`src/rtl/qc_encoder_stream.sv`:
```
// Streaming frame controller for the QC-LDPC encoder: collects KB info slices, waits for the parity
// block, then emits the NB-slice codeword. Define QC_ENC_LEN_CHECK_EN to enable in_last length checking.
module qc_encoder_stream #(
   parameter int Z  = 27,
   parameter int KB = 18,
   parameter int MB = 6
) (
   input  logic            clk,
   input  logic            rst,
   input  logic            in_valid,
   output logic            in_ready,
   input  logic [Z-1:0]    in_data,
   input  logic            in_last,
   output logic            enc_valid,
   output logic            enc_first,
   output logic [Z-1:0]    enc_data,
   output logic            enc_abort,
   input  logic            enc_done,
   input  logic [MB*Z-1:0] enc_parity,
   output logic            out_valid,
   input  logic            out_ready,
   output logic [Z-1:0]    out_data,
   output logic            out_last,
   output logic            busy,
   output logic            err_len
);
   localparam int NB = KB + MB;
   localparam int CW = $clog2(NB + 1);
   localparam logic [1:0] S_IDLE    = 2'd0;
   localparam logic [1:0] S_COLLECT = 2'd1;
   localparam logic [1:0] S_WAIT    = 2'd2;
   localparam logic [1:0] S_EMIT    = 2'd3;
   localparam logic [CW-1:0] KB_M1  = CW'(KB - 1);
   localparam logic [CW-1:0] NB_M1  = CW'(NB - 1);

   logic [1:0]       state_q, state_d;
   logic [CW-1:0]    cnt_q, cnt_d;
   logic [KB*Z-1:0]  info_q, info_d;
   logic [MB*Z-1:0]  par_q, par_d;
   logic             in_ready_q, in_ready_d;
   logic             enc_valid_q, enc_valid_d;
   logic             enc_first_q, enc_first_d;
   logic [Z-1:0]     enc_data_q, enc_data_d;
   logic             enc_abort_q, enc_abort_d;
   logic             err_len_q, err_len_d;
   logic             out_valid_q, out_valid_d;
   logic [Z-1:0]     out_data_q, out_data_d;
   logic             out_last_q, out_last_d;
   logic             busy_q, busy_d;
   logic             accept_s;
   logic             len_err_s;

`ifndef QC_ENC_LEN_CHECK_EN
   logic unused_in_last_s;
   assign unused_in_last_s = in_last;
`endif

   // Slice idx of a concatenated vector; index 0 is the MSB end.
   function automatic logic [Z-1:0] cw_slice(input logic [NB*Z-1:0] cw, input logic [CW-1:0] idx);
      logic [Z-1:0] r;
      r = '0;
      for (int i = 0; i < NB; i++) begin
         if (idx == CW'(i)) r = cw[(NB-i)*Z-1 -: Z];
      end
      return r;
   endfunction

   function automatic logic [KB*Z-1:0] put_info(input logic [KB*Z-1:0] v, input logic [CW-1:0] idx,
                                                 input logic [Z-1:0] s);
      logic [KB*Z-1:0] r;
      r = v;
      for (int i = 0; i < KB; i++) begin
         if (idx == CW'(i)) r[(KB-i)*Z-1 -: Z] = s;
      end
      return r;
   endfunction

   // Next-state and registered-output logic for the frame FSM.
   always_comb begin
      state_d     = state_q;
      cnt_d       = cnt_q;
      info_d      = info_q;
      par_d       = par_q;
      enc_valid_d = 1'b0;
      enc_first_d = 1'b0;
      enc_data_d  = enc_data_q;
      enc_abort_d = 1'b0;
      err_len_d   = 1'b0;
      out_valid_d = out_valid_q;
      out_data_d  = out_data_q;
      out_last_d  = out_last_q;
      accept_s    = in_valid & in_ready_q;
`ifdef QC_ENC_LEN_CHECK_EN
      len_err_s   = accept_s & ((in_last & (cnt_q != KB_M1)) | (~in_last & (cnt_q == KB_M1)));
`else
      len_err_s   = 1'b0;
`endif
      case (state_q)
         S_IDLE, S_COLLECT: begin
            if (accept_s && len_err_s) begin
               state_d     = S_IDLE;
               cnt_d       = '0;
               enc_abort_d = 1'b1;
               err_len_d   = 1'b1;
            end else if (accept_s) begin
               info_d      = put_info(info_q, cnt_q, in_data);
               enc_valid_d = 1'b1;
               enc_first_d = (cnt_q == '0);
               enc_data_d  = in_data;
               cnt_d       = cnt_q + CW'(1);
               state_d     = (cnt_q == KB_M1) ? S_WAIT : S_COLLECT;
            end else begin
               state_d     = state_q;
            end
         end
         S_WAIT: begin
            if (enc_done) begin
               par_d       = enc_parity;
               state_d     = S_EMIT;
               cnt_d       = '0;
               out_valid_d = 1'b1;
               out_data_d  = info_q[KB*Z-1 -: Z];
               out_last_d  = (NB_M1 == '0);
            end else begin
               state_d     = S_WAIT;
            end
         end
         S_EMIT: begin
            if (out_ready && cnt_q == NB_M1) begin
               state_d     = S_IDLE;
               cnt_d       = '0;
               out_valid_d = 1'b0;
               out_data_d  = '0;
               out_last_d  = 1'b0;
            end else if (out_ready) begin
               cnt_d       = cnt_q + CW'(1);
               out_data_d  = cw_slice({info_q, par_q}, cnt_q + CW'(1));
               out_last_d  = ((cnt_q + CW'(1)) == NB_M1);
            end else begin
               state_d     = S_EMIT;
            end
         end
         default: begin
            state_d     = S_IDLE;
            cnt_d       = '0;
            out_valid_d = 1'b0;
         end
      endcase
      in_ready_d = (state_d == S_IDLE) || (state_d == S_COLLECT);
      busy_d     = (state_d != S_IDLE);
   end

   // State, buffers and output registers; reset drops any partial frame.
   always_ff @(posedge clk or negedge rst) begin
      if (!rst) begin
         state_q     <= S_IDLE;
         cnt_q       <= '0;
         info_q      <= '0;
         par_q       <= '0;
         in_ready_q  <= 1'b0;
         enc_valid_q <= 1'b0;
         enc_first_q <= 1'b0;
         enc_data_q  <= '0;
         enc_abort_q <= 1'b0;
         err_len_q   <= 1'b0;
         out_valid_q <= 1'b0;
         out_data_q  <= '0;
         out_last_q  <= 1'b0;
         busy_q      <= 1'b0;
      end else begin
         state_q     <= state_d;
         cnt_q       <= cnt_d;
         info_q      <= info_d;
         par_q       <= par_d;
         in_ready_q  <= in_ready_d;
         enc_valid_q <= enc_valid_d;
         enc_first_q <= enc_first_d;
         enc_data_q  <= enc_data_d;
         enc_abort_q <= enc_abort_d;
         err_len_q   <= err_len_d;
         out_valid_q <= out_valid_d;
         out_data_q  <= out_data_d;
         out_last_q  <= out_last_d;
         busy_q      <= busy_d;
      end
   end

   assign in_ready  = in_ready_q;
   assign enc_valid = enc_valid_q;
   assign enc_first = enc_first_q;
   assign enc_data  = enc_data_q;
   assign enc_abort = enc_abort_q;
   assign err_len   = err_len_q;
   assign out_valid = out_valid_q;
   assign out_data  = out_data_q;
   assign out_last  = out_last_q;
   assign busy      = busy_q;

endmodule

```
`config.mk`:
```
export PLATFORM = sky130hd
export DESIGN_NAME = qc_encoder_stream
export DESIGN_NICKNAME = d
export VERILOG_FILES = /design/src/rtl/qc_encoder_stream.sv
export SDC_FILE = /design/constraint.sdc
export NUM_CORES = 1
export LEC_CHECK = 0
export CELL_PAD_IN_SITES_DETAIL_PLACEMENT = 2
export CELL_PAD_IN_SITES_GLOBAL_PLACEMENT = 2
export CORE_MARGIN = 4
export CORE_UTILIZATION = 34
export CTS_CLUSTER_SIZE = 10
export DETAILED_ROUTE_END_ITERATION = 10
export PLACE_DENSITY_LB_ADDON = 0.1
export SLEW_MARGIN = 10
export SYNTH_ARGS = -nofsm -noshare
export SYNTH_HDL_FRONTEND = slang
export SYNTH_SLANG_ARGS = --single-unit
```
`constraint.sdc`:
```
create_clock -name clk -period 4.3 [get_ports clk]
set_input_delay 1.075 -clock clk [delete_from_list [all_inputs] [get_ports clk]]
set_output_delay 1.075 -clock clk [all_outputs]
set_load 0.05 [all_outputs]
```
==> results of run 1 <==
[synthesized netlist by cell type (all sizes together) (4+ instances only)]
master,instances,share of area [%]
o2bb2ai,12,0.33
a22o,16,0.42
o21a,7,0.16
inv,16,0.18
ha,6,0.22
a221o,22,0.65
and3,18,0.33
buf,139,2.2
a2bb2oi,8,0.23
a31oi,15,0.28
a221oi,57,1.5
nand2b,9,0.17
a211oi,13,0.29
o32ai,10,0.28
or3,9,0.17
nor4,6,0.13
a2111oi,10,0.33
clkbuf,110,1.2
o22a,8,0.21
dfrtp,715,53
or4,4,0.089
a21oi,147,2.3
o211ai,18,0.45
nand3b,4,0.089
a32oi,10,0.26
a21o,17,0.38
and2,10,0.19
nor2b,5,0.092
nand2,230,2.6
o21ai,127,2.0
mux2,647,22
nand4,13,0.28
nor2,115,1.4
o22ai,78,1.5
o221ai,27,0.70
nand4b,4,0.10
a22oi,45,1.1
nor3,38,0.59
o32a,4,0.12
o2111ai,14,0.36
nand3,49,0.72
o31ai,8,0.18
[path summary, 6_finish.rpt]
| path | from | to | slack (ns) | cells after the start |
|---|---|---|---|---|
| setup / recovery | cnt_q[0] | out_data[3] | 0.14 | 12 |
| hold / removal | rst | par_q[10] | 0.37 | 1 |
| setup reg to reg | cnt_q[0] | out_data[3] | 0.14 | 12 |
| hold reg to reg | enc_data[23] | enc_data[23] | 0.48 | 2 |
| max in group asynchronous | rst | info_q[262] | 2.84 | 2 |
| min in group clk | enc_data[23] | enc_data[23] | 0.48 | 2 |
[registers in the layout, indices dropped and copies added (netlist names)]
signal and flops:
in_ready 1, enc_first 1, info_q 486, out_valid 1, cnt_q 5, out_last 1, out_data 27, enc_data 27
state_q 2, busy 1, par_q 162, enc_valid 1
[stage by stage]
step | cells | util, % | worst slack (ns) | instance area (um2) | power (uW)
floorplan | 2859 | - | 1.07 | 33900 | 19100
global placement | 4371 | 39.4 | 0.153 | 38900 | 26200
detailed placement | 4371 | 39.4 | 0.0295 | 38900 | 26800
CTS | 4517 | 42.2 | 0.154 | 41600 | 34200
global route | 4517 | 42.2 | 0.0159 | 41600 | 35700
finish | 4521 | 42.2 | 0.136 | 41600 | 34300
[per-layer routing]
layer	up-vias	part of all wire (%)
met5	-	0.016
met3	251	6.1
met1	14900	44
met2	1012	46
li1	11300	-
met4	4	4.1
[report_power, final]
group | internal, uW | leakage, uW | total (uW) | switching [uW]
combinational | 5800 | 0.00801 | 15700 | 9850
sequential | 9530 | 0.00929 | 11400 | 1880
clock | 4170 | 0.00134 | 7240 | 3070
[critical path, delay by kind of cell (launching register included)]
kind	cells	cell delay, ns
compound gates	4	1.45
simple gates	4	1.09
buf+inv	2	0.50
fa+ha+maj	2	0.57
flops	1	0.40
[area by class of cell]
| class | instances | area [um2] |
|---|---|---|
| inverters | 18 | 67.6 |
| clock inverters | 12 | 109 |
| multi-input cells | 1877 | 14800 |
| clock buffers | 134 | 2620 |
| repair buffers | 474 | 4460 |
| diodes | 4 | 10.0 |
| fillers | 9933 | 57000 |
| flip-flops and latches | 715 | 17900 |
| well taps | 1287 | 1610 |
[cells by family after synthesis]
group,Yosys count,share of synthesized area [%]
AO/OA/AOI/OAI,697,14.6
adder cells (fa/ha/maj),6,0.222
buffers and inverters,267,3.58
flip-flops,715,52.8
multiplexers,648,21.5
other,1,0.0111
AND/OR/NAND/NOR,524,7.18
==> flow_metrics.py, run 1 <==
metrics = {
    "run_status": {
        "status": "finished, final reports clean",
    },
    "cells_and_area": {
        "area_growth_pct": 22.8,
        "final_cell_mix": "dfrtp_1 (715), mux2_2 (647), clkdlybuf4s50_1 (242)",
        "nNetsFinal": 3376,
        "mostFrequentLayoutCell": "dfrtp_1",
        "drive_gt1_share_pct": 33.0,
    },
    "floorplanning": {
        "initial_core_util_pct": 34.4,
        "die_h_um": 324,
        "die_width_um": 324,
        "core.rowCount": 115,
        "die_area_mm2": 0.105,
        "pin_count": 257,
        "coreArea_mm2": 0.0986,
    },
    "yosys": {
        "ys.flop_type": "dfrtp_1",
        "netlist_instances": 2858,
        "synth.cell_area_mm2": 0.0339,
        "ys_types": 96,
        "ys_ff_latch": 715,
        "synth-edff-count": 0,
        "seq_area_frac_synth_pct": 52.8,
        "synthArstFlopShare_pct": 100,
        "synth_warnings": 0,
        "avgSynthCellArea_um2": 11.8,
    },
    "clocking": {
        "clock_latency_ns": 0.68,
        "cts_hold_buffers": 0,
        "cts_setup_buffers": 0,
        "cts_max_level": 3,
        "cts_resized": 0,
        "path_clk_slew_ns": 0.06,
        "cts_root_buffer": "clkbuf_16",
        "clockBufferDepth": 3,
        "cts_tree": "done",
        "cts_sinks": 715,
        "cts_made_buffers": 89,
    },
    "timing": {
        "rsz0062_at_grt": "no",
        "fmax_ghz": 0.240,
        "maxSlewHeadroom_pct": 7.96,
        "period_needed_ns": 4.16,
        "hold_slack_ns": 0.370,
        "maxSlewViolCount": 0,
        "final.setup.tns_ns": 0,
        "finalSetupViolCount": 0,
        "hold_viol": 0,
        "finClkSkew_ns": 0.0241,
        "tightestPinTransition_ns": 1.38,
        "fin_crit_sh_pct": 96.8,
    },
    "power": {
        "p_per_area_mw_per_mm2": 824,
        "p_leak_uw": 0.0186,
        "worst_ir_drop_vdd_v": 0.000327,
    },
    "routing": {
        "ant_nets": 0,
        "drt_wl_total_um": 164000,
        "post_drt_wl_per_cell_um": 36.4,
        "dr.pass1.iters": 5,
        "drc": 0,
        "drtIter0Drc": 2505,
        "vias": 27400,
        "avgViaCountPerCell": 6.07,
    },
    "global_routing": {
        "grt_util_met1_pct": 42.9,
        "grt-ovfl-total": 0,
        "grt_max_degree": 138,
        "antenna_found_initial": 26,
        "grt.busiest_layer": "met2",
        "met3_usage_pct": 5.10,
        "grtUsageMet2_pct": 49.8,
        "grt_usage_pct": 31.2,
        "grt_pass1_vias": 29700,
        "grt_pass1_wl_um": 232000,
    },
    "placement": {
        "place_congestion": 0.879,
        "port-buffer-count": 253,
        "dp_hpwl_um": 116000,
    },
    "worst_setup_path": {
        "worst_ep_required_time_ns": 4.83,
        "critPathSlowestCell": "a221oi_1",
        "crit_type": "reg2reg",
        "start_kind": "flip-flop",
        "crit_chain": "ha_1, and3_1, ha_1, buf_12, and2_1, nor2_1, buf_4, a22o_1, a221oi_1, nand4_1, a21oi_1, o31ai_1",
        "end_kind": "flip-flop",
        "cp_slowest_stage_delay_ns": 0.62,
        "crit_arrival_ns": 4.69,
        "path_common_cell": "ha_1",
        "path_max_fanout": 31,
    },
    "run": {
        "timing.max_cap.violations": 0,
    },
    "worst_hold_path": {
        "min_path_type": "in2async",
    },
}
Power figures use the tool's default switching activity.
==> inputs of run 2 (changes only) <==
--- a/config.mk
+++ b/config.mk
@@ -12,7 +12,7 @@
 export CTS_CLUSTER_SIZE = 10
 export DETAILED_ROUTE_END_ITERATION = 10
 export PLACE_DENSITY_LB_ADDON = 0.1
-export SLEW_MARGIN = 10
+export RECOVER_POWER = 50
 export SYNTH_ARGS = -nofsm -noshare
 export SYNTH_HDL_FRONTEND = slang
 export SYNTH_SLANG_ARGS = --single-unit
==> run 2 against run 1 <==
The run now ends with capacitance limit, slew limit left. Largest power group unchanged. Utilization down 0.14 points. Register-to-register slack got worse by 0.02 ns. Highest routed layer unchanged. Design area shrank 0.34%. Sequential power about the same. Sequential cell count stayed put. Die area unchanged. Largest cell class unchanged. Global-route usage stayed put. Critical path depth is the same. Fmax fell by 0.41%.
==> flow_metrics.py, run 2 (synthesis results as in run 1) <==
metrics = {
    "floorplanning": {
        "coreArea_mm2": 0.0986,
        "die_width_um": 324,
        "pin_count": 257,
        "die_area_mm2": 0.105,
        "core.rowCount": 115,
        "die_h_um": 324,
        "initial_core_util_pct": 34.4,
    },
    "timing": {
        "finClkSkew_ns": 0.0250,
        "maxSlewHeadroom_pct": -38.2,
        "hold_viol": 0,
        "rsz0062_at_grt": "no",
        "fin_crit_sh_pct": 97.2,
        "setup_slack_ns": 0.119,
        "period_needed_ns": 4.18,
        "final.setup.tns_ns": 0,
        "tightestPinTransition_ns": 2.07,
        "finalSetupViolCount": 0,
        "fmax_ghz": 0.239,
        "maxSlewViolCount": 239,
    },
    "placement": {
        "placed_cell_area_mm2": 0.0389,
        "port-buffer-count": 253,
        "dp_slack_ns": 0.0295,
        "place_congestion": 0.879,
        "dp_hpwl_um": 116000,
    },
    "cells_and_area": {
        "mostFrequentLayoutCell": "dfrtp_1",
        "top_regs": "info_q (486), par_q (162)",
        "regArea_mm2": 0.0179,
        "postLayoutCellArea_mm2": 0.0415,
        "nNetsFinal": 3376,
        "largest_reg_flops": 486,
        "multi_input_area_mm2": 0.0148,
        "drive_gt1_share_pct": 32.8,
        "fillerInstances": 9956,
        "area_growth_pct": 22.4,
        "top_register": "info_q",
        "final_util_pct": 42.1,
        "final_cell_mix": "dfrtp_1 (715), mux2_2 (647), clkdlybuf4s50_1 (240)",
    },
    "worst_setup_path": {
        "r2r_end": "out_data[11]",
        "critPathLaunch": "cnt_q[1]",
        "crit_arrival_ns": 4.78,
        "end_kind": "flip-flop",
        "r2r_slack_ns": 0.12,
        "rr_startpoint": "cnt_q[1]",
        "crit_type": "reg2reg",
        "start_kind": "flip-flop",
        "path_max_fanout": 12,
        "worst_ep_required_time_ns": 4.90,
        "r2r_cells": 12,
    },
    "power": {
        "p_per_area_mw_per_mm2": 827,
        "internal_power_uw": 19500,
        "switching_power_uw": 14800,
        "clockPowerShare_pct": 21.1,
        "seqPwrFrac_pct": 33.2,
        "p_leak_uw": 0.0186,
        "swShare_pct": 43.2,
        "worst_ir_drop_vdd_v": 0.000327,
        "combPwrFrac_pct": 45.6,
    },
    "global_routing": {
        "grt_max_degree": 138,
        "antenna_found_initial": 26,
        "grt_pass1_vias": 29700,
        "grt_usage_pct": 31.2,
        "grt-ovfl-total": 0,
        "grt_pass1_wl_um": 232000,
    },
    "routing": {
        "dr.pass1.iters": 5,
        "drc": 0,
        "drtIter0Drc": 2531,
        "vias": 27400,
        "ant_nets": 0,
        "avgViaCountPerCell": 6.07,
        "drt_wl_total_um": 165000,
        "post_drt_wl_per_cell_um": 36.4,
    },
    "clocking": {
        "cts_tree": "done",
        "clock_latency_ns": 0.68,
        "cts_max_level": 3,
        "cts_setup_buffers": 0,
        "cts_made_buffers": 89,
        "path_clk_slew_ns": 0.06,
        "cts_sinks": 715,
        "cts_root_buffer": "clkbuf_16",
        "clockBufferDepth": 3,
    },
    "run": {
        "timing.max_cap.violations": 5,
    },
    "worst_hold_path": {
        "worstHoldStart": "enc_data[23]",
        "min_path_cells": 2,
        "min_path_type": "reg2reg",
        "whs_endpoint": "enc_data[23]",
    },
    "run_status": {
        "failed_checks": "capacitance limit, slew limit",
        "status": "finished with violations",
    },
}
-- run 2: cell count changes in the layout (fill, tap and decap cells not counted), moves of 3 or more --
cell / change
buf_12: -7
buf_4: -8
clkbuf_1: +7
clkbuf_2: +6
clkbuf_4: +3
-- run 2: worst max-delay path, cell delays in order (launching register included) --
cell	delay (ns)
dfrtp_1	0.39
buf_4	0.19
inv_1	0.09
ha_2	0.47
buf_4	0.27
nand2b_1	0.31
nor3_1	0.11
a21oi_1	0.61
buf_4	0.31
o22ai_1	0.11
nor4b_2	0.63
o2111ai_1	0.44
nand2_1	0.17
-- run 2: metal layers --
layer	wire (um)	global-route usage, %
met5	18	0
met4	6600	11.6
met3	9920	5.10
met2	75900	49.8
met1	72200	42.9
-- run 2: power by group through the flow --
| stage | registers (uW) | logic (uW) | clock network, uW |
|---|---|---|---|
| final | 11400 | 15600 | 7240 |
| after floorplan | 11500 | 7560 | 0 |
| after global placement | 11200 | 15000 | 0 |
| after global routing | 11700 | 16300 | 7670 |
| after detailed placement | 11500 | 15300 | 0 |
| after CTS | 11400 | 15400 | 7360 |
-- run 2: per-stage QoR --
stage / hold WS, ns / cells / total power, uW
floorplan: 0.471 / 2859 / 19100
global placement: 0.460 / 4371 / 26200
detailed placement: 0.472 / 4371 / 26800
CTS: 0.388 / 4517 / 34200
global route: 0.515 / 4517 / 35600
finish: 0.479 / 4523 / 34300
-- run 2: worst max path at each step --
stage | to | slack, ns | cells past startpoint
after floorplan | out_data[0] | 1.07 | 14
after CTS | out_data[16] | 0.15 | 12
final | out_data[11] | 0.12 | 12
after global placement | out_data[11] | 0.15 | 9
after detailed placement | out_data[11] | 0.03 | 9
after global routing | par_q[0] | 0.02 | 3
-- run 2: cell type report --
class	instances	area share, %
flip-flops and latches	715	43.2
multi-input cells	1877	35.8
repair buffers	474	10.4
clock buffers	134	6.32
well taps	1287	3.88
clock inverters	12	0.263
inverters	18	0.163
diodes	6	0.0362
-- run 2: timing repair --
action / 4_1_cts / 5_1_grt
hold buffers: 0 / 0
endpoints found under the setup margin: 0 / 2
resized for setup: 0 / 2
